--- src/rtl/vexriscv_bus_pkg.sv ---
`default_nettype none
// ============================================================================
//  Module   : vexriscv_bus_pkg
//  Purpose  : Shared types and helpers for the VexRiscv dBus crossbar:
//             controller states, access-size codes, lane-mask and
//             alignment helpers.
//  Revision : 1.0 - initial release
// ============================================================================
package vexriscv_bus_pkg;

  typedef enum logic [1:0] {
    IDLE     = 2'd0,
    ISSUE    = 2'd1,
    WAIT_RSP = 2'd2,
    DECERR   = 2'd3
  } state_e;

  localparam logic [1:0] SIZE_B = 2'd0;
  localparam logic [1:0] SIZE_H = 2'd1;
  localparam logic [1:0] SIZE_W = 2'd2;

  // Byte-lane enables for an access of the given size at the given byte offset.
  function automatic logic [3:0] size_to_mask(input logic [1:0] size,
                                              input logic [1:0] addr_lo);
    case (size)
      SIZE_B:  return 4'b0001 << addr_lo;
      SIZE_H:  return 4'b0011 << addr_lo;
      default: return 4'b1111;
    endcase
  endfunction

  // Accesses must be naturally aligned; size code 3 has no legal encoding.
  function automatic logic is_misaligned(input logic [1:0] size,
                                         input logic [1:0] addr_lo);
    case (size)
      SIZE_B:  return 1'b0;
      SIZE_H:  return addr_lo[0];
      SIZE_W:  return |addr_lo;
      default: return 1'b1;
    endcase
  endfunction

endpackage
`default_nettype wire

--- src/rtl/vexriscv_dbus_xbar_if.sv ---
`default_nettype none
// ============================================================================
//  Module   : vexriscv_dbus_xbar_if
//  Purpose  : Bundle of the core-side dBus and the shared slave-side bus of
//             the dBus crossbar, with views for the crossbar, the core
//             (master) and the targets (slave).
//  Revision : 1.0 - initial release
// ============================================================================
interface vexriscv_dbus_xbar_if #(
  parameter int N_SLAVES = 4
);
  // core side
  logic                  m_cmd_valid;
  logic                  m_cmd_ready;
  logic                  m_cmd_wr;
  logic [31:0]           m_cmd_address;
  logic [31:0]           m_cmd_data;
  logic [1:0]            m_cmd_size;
  logic                  m_rsp_ready;
  logic                  m_rsp_error;
  logic [31:0]           m_rsp_data;
  // target side
  logic [N_SLAVES-1:0]   s_cmd_valid;
  logic [N_SLAVES-1:0]   s_cmd_ready;
  logic                  s_cmd_wr;
  logic [31:0]           s_cmd_address;
  logic [31:0]           s_cmd_data;
  logic [3:0]            s_cmd_mask;
  logic [N_SLAVES-1:0]   s_rsp_valid;
  logic [N_SLAVES-1:0]   s_rsp_error;
  logic [N_SLAVES*32-1:0] s_rsp_data;
  // error reporting
  logic                  bus_err;
  logic [31:0]           bus_err_addr;

  modport xbar (
    input  m_cmd_valid, m_cmd_wr, m_cmd_address, m_cmd_data, m_cmd_size,
    output m_cmd_ready, m_rsp_ready, m_rsp_error, m_rsp_data,
    output s_cmd_valid, s_cmd_wr, s_cmd_address, s_cmd_data, s_cmd_mask,
    input  s_cmd_ready, s_rsp_valid, s_rsp_error, s_rsp_data,
    output bus_err, bus_err_addr
  );

  modport master (
    output m_cmd_valid, m_cmd_wr, m_cmd_address, m_cmd_data, m_cmd_size,
    input  m_cmd_ready, m_rsp_ready, m_rsp_error, m_rsp_data,
    input  bus_err, bus_err_addr
  );

  modport slave (
    input  s_cmd_valid, s_cmd_wr, s_cmd_address, s_cmd_data, s_cmd_mask,
    output s_cmd_ready, s_rsp_valid, s_rsp_error, s_rsp_data
  );

endinterface
`default_nettype wire

--- src/rtl/dbus_addr_decoder.sv ---
`default_nettype none
// ============================================================================
//  Module   : dbus_addr_decoder
//  Purpose  : Combinational base/mask address decoder. Produces a one-hot
//             select, a hit flag and the binary index of the selected slave;
//             the lowest-indexed matching slave wins.
//  Revision : 1.0 - initial release
// ============================================================================
module dbus_addr_decoder #(
  parameter int                     N_SLAVES   = 4,
  parameter int                     IDX_W      = 2,
  parameter logic [N_SLAVES*32-1:0] SLAVE_BASE = '0,
  parameter logic [N_SLAVES*32-1:0] SLAVE_MASK = '0
) (
  input  logic [31:0]         i_addr,
  output logic [N_SLAVES-1:0] o_sel,
  output logic                o_hit,
  output logic [IDX_W-1:0]    o_idx
);

  logic [N_SLAVES-1:0] w_match;

  for (genvar g = 0; g < N_SLAVES; g++) begin : g_match
    assign w_match[g] = ((i_addr & SLAVE_MASK[g*32 +: 32]) ==
                         (SLAVE_BASE[g*32 +: 32] & SLAVE_MASK[g*32 +: 32]));
  end

  // Priority select: scanning downwards lets the lowest match overwrite.
  always_comb begin
    o_sel = '0;
    o_hit = 1'b0;
    o_idx = '0;
    for (int i = N_SLAVES - 1; i >= 0; i--) begin
      if (w_match[i]) begin
        o_sel    = '0;
        o_sel[i] = 1'b1;
        o_hit    = 1'b1;
        o_idx    = IDX_W'(i);
      end
    end
  end

endmodule
`default_nettype wire

--- src/rtl/vexriscv_dbus_xbar.sv ---
`default_nettype none
// ============================================================================
//  Module   : vexriscv_dbus_xbar
//  Purpose  : Single-outstanding dBus crossbar from the VexRiscv core to
//             N address-decoded targets, with byte-lane masks, slave
//             back-pressure, multi-cycle reads, timeout and error responses.
//  Revision : 1.0 - initial release
// ============================================================================
module vexriscv_dbus_xbar
  import vexriscv_bus_pkg::*;
#(
  parameter int                     N_SLAVES       = 4,
  // index 0 at the LSBs: 0=0x1000_0000, 1=0x1000_1000, 2=0x1000_2000, 3=RAM
  parameter logic [N_SLAVES*32-1:0] SLAVE_BASE     = {32'h0000_0000, 32'h1000_2000,
                                                      32'h1000_1000, 32'h1000_0000},
  parameter logic [N_SLAVES*32-1:0] SLAVE_MASK     = {32'hFFFF_0000, 32'hFFFF_F000,
                                                      32'hFFFF_F000, 32'hFFFF_F000},
  parameter int                     TIMEOUT_CYCLES = 255
) (
  input  logic                clk,
  input  logic                reset,
  vexriscv_dbus_xbar_if.xbar  dbus
);

  localparam int          IDX_W    = (N_SLAVES > 1) ? $clog2(N_SLAVES) : 1;
  localparam logic [15:0] TMO_LAST = 16'(TIMEOUT_CYCLES - 1);

  state_e              r_state;
  logic [N_SLAVES-1:0] r_sel;
  logic [IDX_W-1:0]    r_idx;
  logic                r_wr;
  logic [31:0]         r_addr;
  logic [31:0]         r_data;
  logic [3:0]          r_mask;
  logic [15:0]         r_cnt;
  logic                r_rsp_ready;
  logic                r_rsp_error;
  logic [31:0]         r_rsp_data;
  logic                r_bus_err;
  logic [31:0]         r_bus_err_addr;

  logic [N_SLAVES-1:0] w_sel;
  logic                w_hit;
  logic [IDX_W-1:0]    w_idx;
  logic                w_cmd_err;
  logic                w_slv_ready;
  logic                w_slv_rsp;
  logic                w_tmo;

  dbus_addr_decoder #(
    .N_SLAVES   (N_SLAVES),
    .IDX_W      (IDX_W),
    .SLAVE_BASE (SLAVE_BASE),
    .SLAVE_MASK (SLAVE_MASK)
  ) u_decoder (
    .i_addr (dbus.m_cmd_address),
    .o_sel  (w_sel),
    .o_hit  (w_hit),
    .o_idx  (w_idx)
  );

  assign w_cmd_err   = !w_hit || is_misaligned(dbus.m_cmd_size, dbus.m_cmd_address[1:0]);
  assign w_slv_ready = |(dbus.s_cmd_ready & r_sel);
  assign w_slv_rsp   = |(dbus.s_rsp_valid & r_sel);
  // true on the TIMEOUT_CYCLES-th cycle spent in ISSUE or WAIT_RSP
  assign w_tmo       = (r_cnt == TMO_LAST);

  // The core handshake is combinational off the selected slave so both
  // handshakes complete in the same cycle; DECERR completes it unconditionally.
  assign dbus.m_cmd_ready   = ((r_state == ISSUE) && w_slv_ready) || (r_state == DECERR);
  assign dbus.s_cmd_valid   = (r_state == ISSUE) ? r_sel : '0;
  assign dbus.s_cmd_wr      = r_wr;
  assign dbus.s_cmd_address = r_addr;
  assign dbus.s_cmd_data    = r_data;
  assign dbus.s_cmd_mask    = r_mask;
  assign dbus.m_rsp_ready   = r_rsp_ready;
  assign dbus.m_rsp_error   = r_rsp_error;
  assign dbus.m_rsp_data    = r_rsp_data;
  assign dbus.bus_err       = r_bus_err;
  assign dbus.bus_err_addr  = r_bus_err_addr;

  // Transaction controller; response and error flags are one-cycle pulses.
  always_ff @(posedge clk or posedge reset) begin
    if (reset) begin
      r_state        <= IDLE;
      r_sel          <= '0;
      r_idx          <= '0;
      r_wr           <= 1'b0;
      r_addr         <= '0;
      r_data         <= '0;
      r_mask         <= '0;
      r_cnt          <= '0;
      r_rsp_ready    <= 1'b0;
      r_rsp_error    <= 1'b0;
      r_rsp_data     <= '0;
      r_bus_err      <= 1'b0;
      r_bus_err_addr <= '0;
    end else begin
      r_rsp_ready <= 1'b0;
      r_rsp_error <= 1'b0;
      r_rsp_data  <= '0;
      r_bus_err   <= 1'b0;
      case (r_state)
        IDLE: begin
          if (dbus.m_cmd_valid) begin
            r_wr   <= dbus.m_cmd_wr;
            r_addr <= dbus.m_cmd_address;
            r_data <= dbus.m_cmd_data;
            r_mask <= size_to_mask(dbus.m_cmd_size, dbus.m_cmd_address[1:0]);
            r_sel  <= w_sel;
            r_idx  <= w_idx;
            r_cnt  <= '0;
            if (w_cmd_err) begin
              r_state        <= DECERR;
              r_bus_err      <= 1'b1;
              r_bus_err_addr <= dbus.m_cmd_address;
            end else begin
              r_state <= ISSUE;
            end
          end
        end
        ISSUE: begin
          // a slave accept on the timeout cycle takes precedence
          if (w_slv_ready) begin
            r_cnt   <= '0;
            r_state <= r_wr ? IDLE : WAIT_RSP;
          end else if (w_tmo) begin
            r_state        <= DECERR;
            r_bus_err      <= 1'b1;
            r_bus_err_addr <= r_addr;
          end else begin
            r_cnt <= r_cnt + 16'd1;
          end
        end
        WAIT_RSP: begin
          // a response on the timeout cycle takes precedence
          if (w_slv_rsp) begin
            r_rsp_ready <= 1'b1;
            r_rsp_error <= dbus.s_rsp_error[r_idx];
            r_rsp_data  <= dbus.s_rsp_data[32*r_idx +: 32];
            r_state     <= IDLE;
          end else if (w_tmo) begin
            r_rsp_ready    <= 1'b1;
            r_rsp_error    <= 1'b1;
            r_bus_err      <= 1'b1;
            r_bus_err_addr <= r_addr;
            r_state        <= IDLE;
          end else begin
            r_cnt <= r_cnt + 16'd1;
          end
        end
        DECERR: begin
          // errored writes are dropped silently; reads get an error response
          r_rsp_ready <= !r_wr;
          r_rsp_error <= !r_wr;
          r_state     <= IDLE;
        end
        default: r_state <= IDLE;
      endcase
    end
  end

endmodule
`default_nettype wire
--- src/flat_wrapper.sv ---
// flat-port wrapper written by rule: the top's interface ports become plain ports
module vexriscv_dbus_xbar_flat import vexriscv_bus_pkg::*;
#(
  parameter int                     N_SLAVES       = 4,
                                                                            
  parameter logic [N_SLAVES*32-1:0] SLAVE_BASE     = {32'h0000_0000, 32'h1000_2000,
                                                      32'h1000_1000, 32'h1000_0000},
  parameter logic [N_SLAVES*32-1:0] SLAVE_MASK     = {32'hFFFF_0000, 32'hFFFF_F000,
                                                      32'hFFFF_F000, 32'hFFFF_F000},
  parameter int                     TIMEOUT_CYCLES = 255
)
  (clk, reset, dbus_m_cmd_valid, dbus_m_cmd_wr, dbus_m_cmd_address, dbus_m_cmd_data, dbus_m_cmd_size, dbus_m_cmd_ready, dbus_m_rsp_ready, dbus_m_rsp_error, dbus_m_rsp_data, dbus_s_cmd_valid, dbus_s_cmd_wr, dbus_s_cmd_address, dbus_s_cmd_data, dbus_s_cmd_mask, dbus_s_cmd_ready, dbus_s_rsp_valid, dbus_s_rsp_error, dbus_s_rsp_data, dbus_bus_err, dbus_bus_err_addr);
  vexriscv_dbus_xbar_if #(.N_SLAVES(N_SLAVES)) dbus_i ();
  input  logic clk;
  input  logic reset;
  input wire logic [$bits(dbus_i.m_cmd_valid)-1:0] dbus_m_cmd_valid;
  input wire logic [$bits(dbus_i.m_cmd_wr)-1:0] dbus_m_cmd_wr;
  input wire logic [$bits(dbus_i.m_cmd_address)-1:0] dbus_m_cmd_address;
  input wire logic [$bits(dbus_i.m_cmd_data)-1:0] dbus_m_cmd_data;
  input wire logic [$bits(dbus_i.m_cmd_size)-1:0] dbus_m_cmd_size;
  output wire logic [$bits(dbus_i.m_cmd_ready)-1:0] dbus_m_cmd_ready;
  output wire logic [$bits(dbus_i.m_rsp_ready)-1:0] dbus_m_rsp_ready;
  output wire logic [$bits(dbus_i.m_rsp_error)-1:0] dbus_m_rsp_error;
  output wire logic [$bits(dbus_i.m_rsp_data)-1:0] dbus_m_rsp_data;
  output wire logic [$bits(dbus_i.s_cmd_valid)-1:0] dbus_s_cmd_valid;
  output wire logic [$bits(dbus_i.s_cmd_wr)-1:0] dbus_s_cmd_wr;
  output wire logic [$bits(dbus_i.s_cmd_address)-1:0] dbus_s_cmd_address;
  output wire logic [$bits(dbus_i.s_cmd_data)-1:0] dbus_s_cmd_data;
  output wire logic [$bits(dbus_i.s_cmd_mask)-1:0] dbus_s_cmd_mask;
  input wire logic [$bits(dbus_i.s_cmd_ready)-1:0] dbus_s_cmd_ready;
  input wire logic [$bits(dbus_i.s_rsp_valid)-1:0] dbus_s_rsp_valid;
  input wire logic [$bits(dbus_i.s_rsp_error)-1:0] dbus_s_rsp_error;
  input wire logic [$bits(dbus_i.s_rsp_data)-1:0] dbus_s_rsp_data;
  output wire logic [$bits(dbus_i.bus_err)-1:0] dbus_bus_err;
  output wire logic [$bits(dbus_i.bus_err_addr)-1:0] dbus_bus_err_addr;
  assign dbus_i.m_cmd_valid = dbus_m_cmd_valid;
  assign dbus_i.m_cmd_wr = dbus_m_cmd_wr;
  assign dbus_i.m_cmd_address = dbus_m_cmd_address;
  assign dbus_i.m_cmd_data = dbus_m_cmd_data;
  assign dbus_i.m_cmd_size = dbus_m_cmd_size;
  assign dbus_m_cmd_ready = dbus_i.m_cmd_ready;
  assign dbus_m_rsp_ready = dbus_i.m_rsp_ready;
  assign dbus_m_rsp_error = dbus_i.m_rsp_error;
  assign dbus_m_rsp_data = dbus_i.m_rsp_data;
  assign dbus_s_cmd_valid = dbus_i.s_cmd_valid;
  assign dbus_s_cmd_wr = dbus_i.s_cmd_wr;
  assign dbus_s_cmd_address = dbus_i.s_cmd_address;
  assign dbus_s_cmd_data = dbus_i.s_cmd_data;
  assign dbus_s_cmd_mask = dbus_i.s_cmd_mask;
  assign dbus_i.s_cmd_ready = dbus_s_cmd_ready;
  assign dbus_i.s_rsp_valid = dbus_s_rsp_valid;
  assign dbus_i.s_rsp_error = dbus_s_rsp_error;
  assign dbus_i.s_rsp_data = dbus_s_rsp_data;
  assign dbus_bus_err = dbus_i.bus_err;
  assign dbus_bus_err_addr = dbus_i.bus_err_addr;
  vexriscv_dbus_xbar #(.N_SLAVES(N_SLAVES), .SLAVE_BASE(SLAVE_BASE), .SLAVE_MASK(SLAVE_MASK), .TIMEOUT_CYCLES(TIMEOUT_CYCLES)) u_core (.clk(clk), .reset(reset), .dbus(dbus_i));
endmodule
--- config.mk ---
export PLATFORM = sky130hd
export DESIGN_NAME = vexriscv_dbus_xbar_flat
export DESIGN_NICKNAME = d
export VERILOG_FILES = /design/src/rtl/vexriscv_bus_pkg.sv /design/src/rtl/vexriscv_dbus_xbar_if.sv /design/src/rtl/dbus_addr_decoder.sv /design/src/rtl/vexriscv_dbus_xbar.sv /design/src/flat_wrapper.sv
export SDC_FILE = /design/constraint.sdc
export NUM_CORES = 1
export LEC_CHECK = 0
export CAP_MARGIN = 20
export CORE_ASPECT_RATIO = 0.8
export CORE_UTILIZATION = 28
export DETAILED_ROUTE_END_ITERATION = 10
export GPL_TIMING_DRIVEN = 0
export SLEW_MARGIN = 20
export SYNTH_ARGS = -nofsm -noshare
export SYNTH_HDL_FRONTEND = slang
export SYNTH_SLANG_ARGS = --single-unit
--- constraint.sdc ---
create_clock -name clk -period 5 [get_ports clk]
set_input_delay 1 -clock clk [delete_from_list [all_inputs] [get_ports clk]]
set_output_delay 1 -clock clk [all_outputs]
set_load 0.03 [all_outputs]
# Yosys cells after proc, flatten, opt, wreduce, memory -nomap -nowiden
# Cells that the tools add are included.
[totals]
output_inout_bits = 141
input_bits = 210
word_cells = 99
reg_bits = 160
[op_classes]
n_reduce_logical = 16
order_cmp = 1
bitwise_logic = 2
shift = 3
n_addsub = 1
n_mux = 48
eq_ne = 15
[op_table]
columns = ["op", "n"]
rows = [
  ["2-to-1 mux 32 bit", 7],
  ["variable part select 128 x 8 -> 32 bit", 1],
  ["one-hot mux 32 bit (3 select lines)", 1],
  ["2-to-1 mux 16 bit", 4],
  ["== test 20 x 17 -> 1 bit, second input constant", 3],
  ["one-hot mux 16 bit (3 select lines)", 1],
  ["logical NOT 32 bit", 1],
  ["2-to-1 mux 2 bit", 11],
  ["2-to-1 mux 4 bit", 5],
  ["adder 16 x 1 -> 16 bit, second input constant", 1],
  ["== test 16 x 8 -> 1 bit, second input constant", 1],
  ["2-to-1 mux 1 bit", 12],
  ["AND 4 bit", 2],
  ["one-hot mux 2 bit (4 select lines)", 1],
  ["one-hot mux 4 bit (2 select lines)", 1],
  ["OR reduction 4 bit", 2],
  ["== test 2 bit, second input constant", 3],
  ["!= test 2 bit, second input constant", 3],
  ["!= test 3 x 1 -> 1 bit, second input constant", 2],
  ["one-hot mux 1 bit (3 select lines)", 2],
  ["AND reduction 3 bit", 2],
  ["AND reduction 5 bit", 1],
  ["== test 2 x 1 -> 1 bit, second input constant", 2],
  ["logical NOT 2 bit", 2],
  ["other kinds (12)", 15],
]

# Logic depth before layout (Yosys ltp)
[depth]
word_depth = 10
depth_mapped = 9
mapped_depth_nobuf = 7

# Modules after synthesis
# From an unflattened synthesis, not the netlist that was laid out.
[unflattened]
cells_unflattened = 568
hier_area_um2 = 7681.1
[modules_own_cells]
columns = ["mod", "cells_per_inst", "area_each_um2", "seq_area_each_um2", "n_inst"]
rows = [
  ["vexriscv_dbus_xbar", 548, 7579.8, 4003.8, 1],
  ["dbus_addr_decoder", 20, 101.3, 0.0, 1],
]

# Worst setup path after synthesis
# OpenSTA, ideal clock, no wires.
[synth_timing]
path_type = "input to output"
start = "in dbus_s_cmd_ready[0]"
end = "out dbus_m_cmd_ready"
n_path_buf = 0
t_required_ns = 4.000
path_slack_ns = 2.355
stages = 3
arrival_ns = 1.645
cell_sequence = "a22o_1 > o21ai_0 > nand2b_1"
[synth_via]
elab_chain_len = 4
[synth_lines]
columns = ["item", "line_no", "source"]
rows = [
  ["start, declared", "flat_wrapper.sv:30", "input wire logic [$bits(dbus_i.s_cmd_ready)-1:0] dbus_s_cmd_ready;"],
  ["AND 4 bit", "vexriscv_dbus_xbar.sv:63", "assign w_slv_ready = |(dbus.s_cmd_ready & r_sel);"],
  ["OR reduction 4 bit", "vexriscv_dbus_xbar.sv:63", ""],
  ["logical AND 1 bit", "vexriscv_dbus_xbar.sv:70", "assign dbus.m_cmd_ready = ((r_state == ISSUE) && w_slv_ready) || (r_state == DECERR);"],
  ["logical OR 1 bit", "vexriscv_dbus_xbar.sv:70", ""],
  ["end, declared", "flat_wrapper.sv:21", "output wire logic [$bits(dbus_i.m_cmd_ready)-1:0] dbus_m_cmd_ready;"],
]
# Every way passes these cells.

# Final worst setup path
# Same ends and word-level chain as after synthesis.

==> summary.txt <==
Status
  – Outcome: finished clean

Worst hold path
  – WHS Path Cells: 2
  – Hold crit path type: reg -> reg
  – Hold path start: u_core.dbus.s_cmd_mask[1]
  – Hold Path End: u_core.dbus.s_cmd_mask[1]

Route
  – Post-DRT Antenna Nets: 0
  – Drt total wl: 24.18 mm
  – Drt first pass iters: 4
  – Drt wl/cell: 18.52 um
  – DRC viols: 0
  – Vias/cell: 4.584
  – Starting DRT DRC Count: 171
  – Via count: 5987

Power and ir drop
  – VDD IR max: 0.0003791 V
  – Leakage: 5.006 nW
  – Pwr dens: 585.7 mW/mm2
  – Pwr Total: 0.007234 W

Yosys
  – Async set-reset flop share out of synthesis: 100.0%
  – Mapped Nets: 779
  – Yosys Warn Count: 0
  – Synth Area per Inst: 13.71 um2
  – Seq cells post-synth: 160
  – Synth cell types: 43
  – Cells after Synth: 562
  – Sequential fraction of the synthesis area: 51.98%
  – Most common flop cell mapped by yosys: dfrtp_1
  – Cell Area, Synth: 0.007702 mm2
  – Post-synth EDFFs: 0

Die
  – Die Y: 150.3 um
  – Core ar.: 0.02666 mm2
  – I/O pin cnt: 351
  – Die width: 187.4 um
  – Die Area: 0.02818 mm2
  – Initial core utilization: 28.89%
  – Num rows: 53

Global routing
  – First-pass GRT wire length: 36.61 mm
  – Vias in the first global route: 6219
  – GRT overflow: 0
  – Initial antenna violation count: 0
  – Largest net degree at the start of global routing: 33
  – GR Util All Layers: 17.25%

STA
  – Final cycle utilization of the critical path: 71.60%
  – Tmin final: 3.580 ns
  – Final setup viols: 0
  – Worst Skew: 0.01149 ns
  – Setup TNS: 0 ns
  – Final Hold Vio Count: 0
  – Worst slew pin tran: 0.7844 ns
  – Slew HR: 47.71%
  – RSZ-0062 raised after global routing: no
  – Fin Hold WS: 0.4823 ns
  – Fmax: 279.3 MHz
  – Final Max Tran Viols: 0

Worst setup path
  – Reg2reg setup slack: 2.47 ns
  – Most Frequent Cell on Critical Path: clkdlybuf4s50_1
  – CP top delay family: buffers and inverters
  – Cell count of the worst reg-to-reg path: 8
  – CP max stage delay: 0.61 ns
  – CP endpoint kind: primary output
  – Startpoint types: input pin
  – Buf+Inv Stages, Crit Path: 2
  – Arr. time, crit path: 2.58 ns
  – Cells along the critical path: clkdlybuf4s50_1 -> a22o_1 -> o21ai_0 -> nand2b_1 -> clkdlybuf4s50_1
  – CP Depth: 5
  – FF-to-FF Start: u_core.r_state[1]
  – Slowest CP cell: clkdlybuf4s50_1
  – Critical Path RT: 4.00 ns
  – Critical path fanouts, max: 2
  – Setup Crit Path Kind: in -> out
  – Reg2reg end: u_core.dbus.bus_err_addr[21]

Clock network
  – H-tree depth: 4
  – TritonCTS clock tree: yes
  – Root Buffer: clkbuf_16
  – Inserted Clock Buffers: 17
  – Post CTS Setup Buffer Count: 0
  – Post-CTS Hold Fix Bufs: 0
  – Clock Path Buffers: 2
  – Total clock sinks: 160
  – PostCTS Resize Cnt: 0
  – Clk slew on worst S/H paths: 0.07 ns
  – Clock latency on the worst-skew pair: 0.44 ns

Layout
  – Commonest cells after routing, fill and taps aside: clkdlybuf4s50_1, dfrtp_1, mux2_2
  – Ant diodes: 0
  – Fillers: 2455
  – P&R area growth vs syn: 60.35%
  – Non-filler instance count after layout: 1306
  – Final nets: 1153
  – Commonest non-fill, non-tap cell in the layout: clkdlybuf4s50_1
  – Share of layout cells above drive strength 1: 22.02%
  – Core Util, Final: 46.33%

Place
  – Port Buffers: 350
  – Placer congestion estimate: 0.8114
  – Placed cell count: 1274
  – DP Wirelength: 18.65 mm

Flow run
  – Max-Cap Viols: 0
-- Yosys cell counts (5+ instances only) --
| cell | count | area [um2] |
|---|---|---|
| nand2_1 | 19 | 71.32 |
| mux4_2 | 33 | 743.2 |
| and2_1 | 5 | 31.28 |
| clkbuf_1 | 18 | 67.56 |
| nor2_1 | 25 | 93.84 |
| nor3_1 | 9 | 45.04 |
| nand3_1 | 5 | 25.02 |
| dfrtp_1 | 160 | 4004 |
| and3_1 | 5 | 31.28 |
| a21oi_1 | 8 | 40.04 |
| o21ai_0 | 19 | 95.09 |
| inv_1 | 14 | 52.55 |
| ha_1 | 7 | 87.58 |
| buf_1 | 6 | 22.52 |
| buf_2 | 5 | 25.02 |
| nor2b_1 | 34 | 212.7 |
| mux2_2 | 94 | 1059 |
| xor2_1 | 8 | 70.07 |
| nand4_1 | 14 | 87.58 |
| mux2_4 | 30 | 450.4 |
-- layer usage --
metal	share of wire [%]	vias up	wire length, um	track usage (%)
li1	-	2793	-	-
met1	44	2963	10600	22.09
met2	47	219	11260	27.60
met3	8.9	12	2146	6.573
met4	0.74	0	180	4.024
met5	0	-	0	0
-- flip-flops by register name, summed over array words and instances (netlist names) --
name,count
u_core.dbus.m_rsp_ready,1
u_core.dbus.s_cmd_address,32
u_core.dbus.s_cmd_mask,4
u_core.r_idx,2
u_core.dbus.m_rsp_data,32
u_core.r_cnt,16
u_core.dbus.bus_err,1
u_core.dbus.bus_err_addr,32
u_core.r_state,2
u_core.dbus.s_cmd_wr,1
u_core.r_sel,4
u_core.dbus.m_rsp_error,1
u_core.dbus.s_cmd_data,32
-- power by group --
group	internal, W	total, W	switching, W
combinational	0.00194	0.00386	0.00192
sequential	0.00176	0.00203	0.000272
clock	0.000751	0.00135	0.000596
total	0.00445	0.00723	0.00279
-- metrics by stage --
step / setup WS (ns) / cell area, um2
after global placement: 0.3450 / 11660
final: 1.420 / 12350
after CTS: 1.411 / 12350
after detailed placement: 1.379 / 11760
after global routing: 1.368 / 12350
after floorplan: 1.971 / 7706
-- worst max path at each step --
stage                      startpoint                            to  slack (ns)
5_1_grt           dbus_s_cmd_ready[0]              dbus_m_cmd_ready        1.37
2_1_floorplan                   reset           u_core.dbus.bus_err        1.97
3_3_place_gp                    reset  u_core.dbus.s_cmd_address[4]        0.34
4_1_cts           dbus_s_cmd_ready[0]              dbus_m_cmd_ready        1.41
6_report          dbus_s_cmd_ready[0]              dbus_m_cmd_ready        1.42
3_5_place_dp   dbus_m_cmd_address[22]  u_core.dbus.bus_err_addr[22]        1.38
-- area by class of cell --
cell class / count / area, um2 / share of cell area, %
Buffer: 32 / 148.9 / 1.206
Clock buffer: 17 / 425.4 / 3.444
Clock inverter: 15 / 168.9 / 1.368
Inverter: 14 / 56.30 / 0.4559
Multi-Input combinational cell: 356 / 3497 / 28.32
Sequential cell: 160 / 4004 / 32.42
Tap cell: 357 / 446.7 / 3.617
Timing Repair Buffer: 355 / 3603 / 29.18
-- logic make-up after synthesis --
group	share of synthesized area, %
mux	29.37
simple gates	9.356
xor+xnor	1.365
buf+inv	2.615
compound gates	4.175
flops	51.98
fa+ha+maj	1.137
-- worst min-delay path, delay by kind of cell (launching register included) --
| kind | cells | cell delay [ns] |
|---|---|---|
| AO/OA/AOI/OAI | 1 | 0.06 |
| flip-flops | 1 | 0.34 |
| AND/OR/NAND/NOR | 1 | 0.05 |
Note: power is estimated with default switching activity, not from simulation.
